## src/rtl/sprite_move_ctrl.sv

```systemverilog
// Frame-paced movement for one grid sprite: one captured direction per frame,
// fixed-point position clamped to the playfield, per-edge collision blocking.
module sprite_move_ctrl #(
  parameter int FP_SHIFT   = 6,
  parameter int OBJ_W      = 32,
  parameter int OBJ_H      = 32,
  parameter int FRAME_L    = 15,
  parameter int FRAME_R    = 623,
  parameter int FRAME_T    = 48,
  parameter int FRAME_B    = 464,
  parameter int INIT_X     = 15,
  parameter int INIT_Y     = 48,
  parameter int SPEED_LVLS = 4,
  parameter int SPEED_TABLE [SPEED_LVLS] = '{70, 105, 140, 175},
  localparam int LVL_W     = (SPEED_LVLS > 1) ? $clog2(SPEED_LVLS) : 1
) (
  input  logic                    clk,
  input  logic                    resetN,
  input  logic                    startOfFrame_i,
  input  logic                    up_key_i,
  input  logic                    down_key_i,
  input  logic                    left_key_i,
  input  logic                    right_key_i,
  input  logic                    freeze_i,
  input  logic                    respawn_i,
  input  logic                    collision_i,
  input  logic [3:0]              HitEdgeCode_i,
  input  logic [LVL_W-1:0]        speed_level_i,
  output logic signed [10:0]      topLeftX_o,
  output logic signed [10:0]      topLeftY_o,
  output logic [1:0]              facing_o,
  output logic                    moving_o,
  output logic [LVL_W-1:0]        cur_speed_level_o
);

  localparam int POS_W  = 12 + FP_SHIFT;
  localparam int POS_W1 = POS_W + 1;

  localparam logic signed [POS_W:0]   X_MIN   = POS_W1'(FRAME_L << FP_SHIFT);
  localparam logic signed [POS_W:0]   X_MAX   = POS_W1'((FRAME_R - OBJ_W) << FP_SHIFT);
  localparam logic signed [POS_W:0]   Y_MIN   = POS_W1'(FRAME_T << FP_SHIFT);
  localparam logic signed [POS_W:0]   Y_MAX   = POS_W1'((FRAME_B - OBJ_H) << FP_SHIFT);
  localparam logic signed [POS_W-1:0] SPAWN_X = POS_W'(INIT_X << FP_SHIFT);
  localparam logic signed [POS_W-1:0] SPAWN_Y = POS_W'(INIT_Y << FP_SHIFT);
  localparam logic signed [POS_W-1:0] SPEED0  = POS_W'(SPEED_TABLE[0]);

  typedef enum logic [1:0] {IDLE, COLLECT, SOF, APPLY} state_t;
  typedef enum logic [1:0] {DIR_UP, DIR_DOWN, DIR_LEFT, DIR_RIGHT} dir_t;

  state_t                   state_q, state_d;
  dir_t                     dir_q, dir_d;
  dir_t                     facing_q, facing_d;
  logic                     dirLock_q, dirLock_d;
  logic [3:0]               hit_q, hit_d;
  logic signed [POS_W-1:0]  xPos_q, xPos_d;
  logic signed [POS_W-1:0]  yPos_q, yPos_d;
  logic signed [POS_W-1:0]  velX_q, velX_d;
  logic signed [POS_W-1:0]  velY_q, velY_d;
  logic signed [POS_W-1:0]  speed_q, speed_d;
  logic [LVL_W-1:0]         curLvl_q, curLvl_d;
  logic                     moving_q, moving_d;

  logic signed [POS_W:0]    sumX, sumY;
  logic [LVL_W-1:0]         lvlSat;
  logic                     blocked;

  function automatic logic signed [POS_W-1:0] clampPos(input logic signed [POS_W:0] v,
                                                       input logic signed [POS_W:0] lo,
                                                       input logic signed [POS_W:0] hi);
    logic signed [POS_W:0] r;
    r = v;
    if (v < lo) r = lo;
    else if (v > hi) r = hi;
    return POS_W'(r);
  endfunction

  // One guard bit on the sum so a large step can never wrap before the clamp
  assign sumX = {xPos_q[POS_W-1], xPos_q} + {velX_q[POS_W-1], velX_q};
  assign sumY = {yPos_q[POS_W-1], yPos_q} + {velY_q[POS_W-1], velY_q};

  assign lvlSat = (32'(speed_level_i) >= SPEED_LVLS) ? LVL_W'(SPEED_LVLS - 1) : speed_level_i;

  always_comb begin
    state_d   = state_q;
    dir_d     = dir_q;
    facing_d  = facing_q;
    dirLock_d = dirLock_q;
    hit_d     = hit_q;
    xPos_d    = xPos_q;
    yPos_d    = yPos_q;
    velX_d    = velX_q;
    velY_d    = velY_q;
    speed_d   = speed_q;
    curLvl_d  = curLvl_q;
    moving_d  = moving_q;
    blocked   = 1'b0;

    unique case (state_q)
      IDLE: begin
        if (startOfFrame_i) state_d = COLLECT;
      end
      COLLECT: begin
        if (!freeze_i && !dirLock_q &&
            (up_key_i || down_key_i || left_key_i || right_key_i)) begin
          if (up_key_i)        dir_d = DIR_UP;
          else if (down_key_i) dir_d = DIR_DOWN;
          else if (left_key_i) dir_d = DIR_LEFT;
          else                 dir_d = DIR_RIGHT;
          dirLock_d = 1'b1;
        end
        if (collision_i) hit_d = hit_q | HitEdgeCode_i;
        if (startOfFrame_i) state_d = SOF;
      end
      SOF: begin
        velX_d = '0;
        velY_d = '0;
        if (dirLock_q) begin
          facing_d = dir_q;
          unique case (dir_q)
            DIR_UP:    blocked = hit_q[3];
            DIR_DOWN:  blocked = hit_q[0];
            DIR_LEFT:  blocked = hit_q[1];
            DIR_RIGHT: blocked = hit_q[2];
          endcase
          if (!blocked) begin
            unique case (dir_q)
              DIR_UP:    velY_d = -speed_q;
              DIR_DOWN:  velY_d = speed_q;
              DIR_LEFT:  velX_d = -speed_q;
              DIR_RIGHT: velX_d = speed_q;
            endcase
          end
        end
        hit_d     = '0;
        dirLock_d = 1'b0;
        state_d   = APPLY;
      end
      APPLY: begin
        xPos_d   = clampPos(sumX, X_MIN, X_MAX);
        yPos_d   = clampPos(sumY, Y_MIN, Y_MAX);
        moving_d = (xPos_d != xPos_q) || (yPos_d != yPos_q);
        speed_d  = POS_W'(SPEED_TABLE[lvlSat]);
        curLvl_d = lvlSat;
        state_d  = COLLECT;
      end
    endcase

    // Respawn overrides whatever the FSM decided; the speed setting survives it
    if (respawn_i) begin
      state_d   = IDLE;
      xPos_d    = SPAWN_X;
      yPos_d    = SPAWN_Y;
      facing_d  = DIR_DOWN;
      moving_d  = 1'b0;
      dirLock_d = 1'b0;
      hit_d     = '0;
      velX_d    = '0;
      velY_d    = '0;
    end
  end

  always_ff @(posedge clk or negedge resetN) begin
    if (!resetN) begin
      state_q   <= IDLE;
      dir_q     <= DIR_UP;
      facing_q  <= DIR_DOWN;
      dirLock_q <= 1'b0;
      hit_q     <= '0;
      xPos_q    <= SPAWN_X;
      yPos_q    <= SPAWN_Y;
      velX_q    <= '0;
      velY_q    <= '0;
      speed_q   <= SPEED0;
      curLvl_q  <= '0;
      moving_q  <= 1'b0;
    end else begin
      state_q   <= state_d;
      dir_q     <= dir_d;
      facing_q  <= facing_d;
      dirLock_q <= dirLock_d;
      hit_q     <= hit_d;
      xPos_q    <= xPos_d;
      yPos_q    <= yPos_d;
      velX_q    <= velX_d;
      velY_q    <= velY_d;
      speed_q   <= speed_d;
      curLvl_q  <= curLvl_d;
      moving_q  <= moving_d;
    end
  end

  assign topLeftX_o        = 11'(xPos_q >>> FP_SHIFT);
  assign topLeftY_o        = 11'(yPos_q >>> FP_SHIFT);
  assign facing_o          = facing_q;
  assign moving_o          = moving_q;
  assign cur_speed_level_o = curLvl_q;

endmodule

```

## config.mk

```make
export PLATFORM = sky130hd
export DESIGN_NAME = sprite_move_ctrl
export DESIGN_NICKNAME = d
export VERILOG_FILES = /design/src/rtl/sprite_move_ctrl.sv
export SDC_FILE = /design/constraint.sdc
export NUM_CORES = 1
export LEC_CHECK = 0
export CAP_MARGIN = 15
export CORE_UTILIZATION = 23
export CTS_BUF_LIST = sky130_fd_sc_hd__clkbuf_4 sky130_fd_sc_hd__clkbuf_8
export DETAILED_ROUTE_END_ITERATION = 10
export PLACE_DENSITY = 0.45
export SLEW_MARGIN = 20
export SYNTH_ARGS = -nofsm -noshare
export SYNTH_HDL_FRONTEND = slang
export SYNTH_SLANG_ARGS = --single-unit
```

## constraint.sdc

```tcl
create_clock -name clk -period 3.9 [get_ports clk]
set_clock_uncertainty 0.1 [all_clocks]
set_input_delay 0.585 -clock clk [delete_from_list [all_inputs] [get_ports clk]]
set_output_delay 0.585 -clock clk [all_outputs]
set_load 0.01 [all_outputs]
```

==> metrics.md <==
| Metric | Value |
|---|---|
| Internal power consumption | `1510 uW` |
| Synth cell types | `88` |
| Switch share | `0.355` |
| Placed cell areas | `between 8000 and 9000 sq um` |
| MaxCap Viol Count | `0` |
| Mapped cell area | `a little under 7000 sq um` |
| Clock sink total | `84` |
| Sequential share of power | `0.440` |
| F_max | `0.252 GHz` |
| Comb pwr share | `0.251` |
| Fin. Hold Viols | `0` |
| Post-Synth XOR/XNOR Area | `0.0305` |
| Vias in the first global route | `6,889` |
| Largest net degree at the start of global routing | `68` |
| Die Width | `around 180 um` |
| CORE AREA | `29,600 sq um` |
| Gr ovfl total | `0` |
| Final setup viols | `2` |
| CP required | `4.06 ns` |
| H-tree depth | `3` |
| Startpoint types | `register` |
| Layout cells sized above 1 | `0.275` |
| Antenna violation net count after detailed routing | `0` |
| Total wire length | `24,400 um` |
| Psw | `832 uW` |
| DRT iter0 DRCs | `415` |
| FF+latch count, synth | `84` |
| Ys Warns | `0` |
| CTS root buf | `clkbuf_8` |
| Setup_tns | `-0.0992 ns` |
| # placed instances | `1,377` |
| Crit-path max FO | `5` |
| Largest family of logic cells by synthesized area | `compound AO/OA/AOI/OAI gates` |
| Clk pwr share | `0.310` |
| Worst R2R Start | `velX_q[2]` |
| Crit-path cells | `ha_4, o211a_1, buf_4, a221oi_2, buf_4, buf_6, nor2_2, nor4_2, buf_4, a22oi_1, or4_4, a21oi_4, nor4_1, or3_1, a2111oi_2, and4_1, a31oi_1` |
| Unrepaired setup endpoints after global routing | `yes` |
| Post-synth ARST share | `1.00` |
| Worst vdd ir | `0.214 mV` |
| Post-synth EDFFs | `0` |
| Max incr delay on CP | `0.51 ns` |
| Most common cell after layout, fill and taps aside | `buf_4` |
| # nets final | `1,068` |
| CTS Hold Bufs | `0` |
| Status | `finished with violations` |
| Fin area | `9350 sq um` |
| Die height | `175 um` |
| Inserted Clock Buffers | `9` |
| First-pass GRT wire length | `slightly below 40,000 um` |
| Grt met3 use | `0.0202` |
| Share of the synthesized area in the top cell type | `0.268` |
| Flop-to-flop setup slack | `-0.07 ns` |
| Placer Congestion | `0.845` |
| Ports | `43` |
| Final worst setup slack | `-0.0702 ns` |
| Crit path kind | `register to register` |
| Initial Util | `0.234` |
| Via count | `6,952` |
| Detailed Place HPWL | `around 19,000 um` |
| Slowest cell on crit path | `or4_4` |
| Place WS | `-0.315 ns` |
| Area Overhead vs Synth | `35.5%` |
| Setup crit end kind | `register` |
| Net Count, Synth | `a little under 900` |
| Slew headroom | `0.365` |
| Clock-pin slew on the worst setup and hold paths | `0.11 ns` |
| Failing checks | `negative setup slack` |
| Final worst path period share | `1.02` |
| CTS tree | `done` |
| Row count | `63` |
| Gr busiest metal | `met2` |
| Area of the die | `30,700 sq um` |
| # diodes | `0` |
| GRT met2 Usage | `0.273` |
| Simple-gate share of the synthesized area | `0.233` |
| Post-synthesis adder-cell area fraction | `0.0856` |
| Most frequent cells in the layout | `178 x buf_4, 90 x nand2_1, 73 x dfrtp_1, 66 x a21oi_1, 55 x nor2_1` |
| Finished Layout Cells | `1,401` |
| Detailed-router iteration count before antenna repair | `5` |
| Synthesized area per cell | `between 8 and 9 sq um` |
| Fin crit period | `3.97 ns` |
| Met1 Use GR | `0.219` |
| Antenna violations before repair | `0` |
| Worst-Skew Late Latency | `a little under 0.4 ns` |
| R2R Path End | `moving_o` |
| PwrDens | `250 nW/um^2` |
| Cell type with the largest total area after synthesis | `dfrtp_1` |
| DR DRC count | `0` |
| Reg2Reg Depth | `17` |
| HP Class | `input pin to asynchronous set/reset pin` |
| Prevailing post-synth register cell | `dfrtp_1` |
| Synth top area cells | `dfrtp_1 27%, ha_1 8.0%, a21oi_1 5.2%, nand2_1 4.9%, dfstp_2 3.8%` |
| DR vias/cell | `4.96` |
| GRT Total Usage | `0.163` |
| Clk buf depth | `2` |
| Post-synthesis mux area share | `0.0150` |
| Worst Tran Pin Value | `0.952 ns` |
| Fin. max-slew vios | `0` |
| Post-Syn Instances | `832` |
| PortBufs | `between 40 and 50` |
| Seq/Total Area, Yosys | `0.306` |
| Pleak | `~0.0043 uW` |
| Critical path arrival | `4.13 ns` |
| DR WL/cell | `17.4 um` |
| Most common cell on crit path | `buf_4` |
| Synth Area in Compound Gates | `0.265` |
[power by group through the flow]
stage	logic, uW	clock network (uW)	registers, uW
CTS	588	754	1030
global route	647	786	1040
finish	587	726	1030
floorplan	375	0	1000
detailed placement	571	0	1050
global placement	571	0	1050
[cells in the mapped netlist, drive strengths merged (3+ instances only)]
library cell   n
a2111oi        3
a211o          9
a211oi         7
a21boi         3
a21o          19
a21oi         74
a221oi         4
a22o           6
a22oi          6
a311oi         4
a31oi         14
a32o           4
and2          11
and3          10
and4           4
buf           30
clkbuf        28
dfrtp         74
dfstp         10
ha            44
inv           33
mux2           3
mux2i          7
nand2         90
nand2b        11
nand3         35
nand4         10
nor2          58
nor2b         11
nor3          16
nor3b          7
nor4          11
o2111ai        3
o211a          4
o211ai         9
o21a           6
o21ai         47
o22ai          5
o311ai         3
o31ai          9
or2            4
or3           13
or4           11
xnor2         18
xor2           6
[critical path, delay by kind of cell, from the launching register on]
family	cells	cell delay (ns)
compound gates	6	1.03
fa+ha+maj	1	0.26
buf+inv	4	0.58
flops	1	0.43
simple gates	6	1.44
[cells by family after synthesis]
logic type | after synthesis
adder cells (fa/ha/maj) | 46
buffers and inverters | 92
multiplexers | 10
AND/OR/NAND/NOR | 313
flip-flops | 84
AO/OA/AOI/OAI | 263
XOR/XNOR | 24
[layer usage]
metal / part of all wire / vias to the layer above
met1: 0.49 / 3371
met2: 0.47 / 126
met4: 0.017 / 0
met3: 0.027 / 24
li1: - / 3431
met5: 0 / -
[cell type report]
| type | instances | area, sq um |
|---|---|---|
| multi-input combinational | 656 | 4630 |
| clock inverter | 7 | 92.6 |
| inverter | 34 | 128 |
| timing repair buffer | 221 | 1770 |
| fill | 3182 | 20200 |
| tap | 390 | 488 |
| clock buffer | 9 | 124 |
| sequential | 84 | 2120 |
[worst max path at each step]
stage / cells past startpoint / slack [ns] / endpoint / startpoint
global placement: 15 / -0.28 / moving_o / velY_q[0]
global route: 18 / -0.22 / moving_o / velX_q[2]
finish: 17 / -0.07 / moving_o / velX_q[2]
floorplan: 13 / 0.01 / moving_o / xPos_q[1]
CTS: 16 / 0.004 / moving_o / xPos_q[4]
detailed placement: 15 / -0.31 / moving_o / velY_q[0]
[metrics by stage]
step | hold slack, ns | util | power (uW)
6_report | 0.206 | 0.316 | 2340
5_1_grt | 0.258 | 0.316 | 2480
4_1_cts | 0.245 | 0.313 | 2370
3_5_place_dp | 0.372 | 0.298 | 1620
3_3_place_gp | 0.365 | 0.298 | 1620
2_1_floorplan | 0.189 | - | 1380
[repair_timing]
action / 4_1_cts / 5_1_grt
gates resized for setup: 34 / 22
endpoints found under the setup margin: 7 / 7
gates cloned: 0 / 0
pin swaps: 16 / 10
setup buffers: 6 / 2
[registers in the layout, indices dropped and copies added (netlist names)]
register / flops
cur_speed_level_o: 1
facing_o: 2
dir_q: 2
speed_q: 5
state_q: 2
dirLock_q: 1
velX_q: 15
hit_q: 4
velY_q: 15
yPos_q: 18
moving_o: 1
xPos_q: 18
No activity file was read; power rests on OpenSTA's default activity.
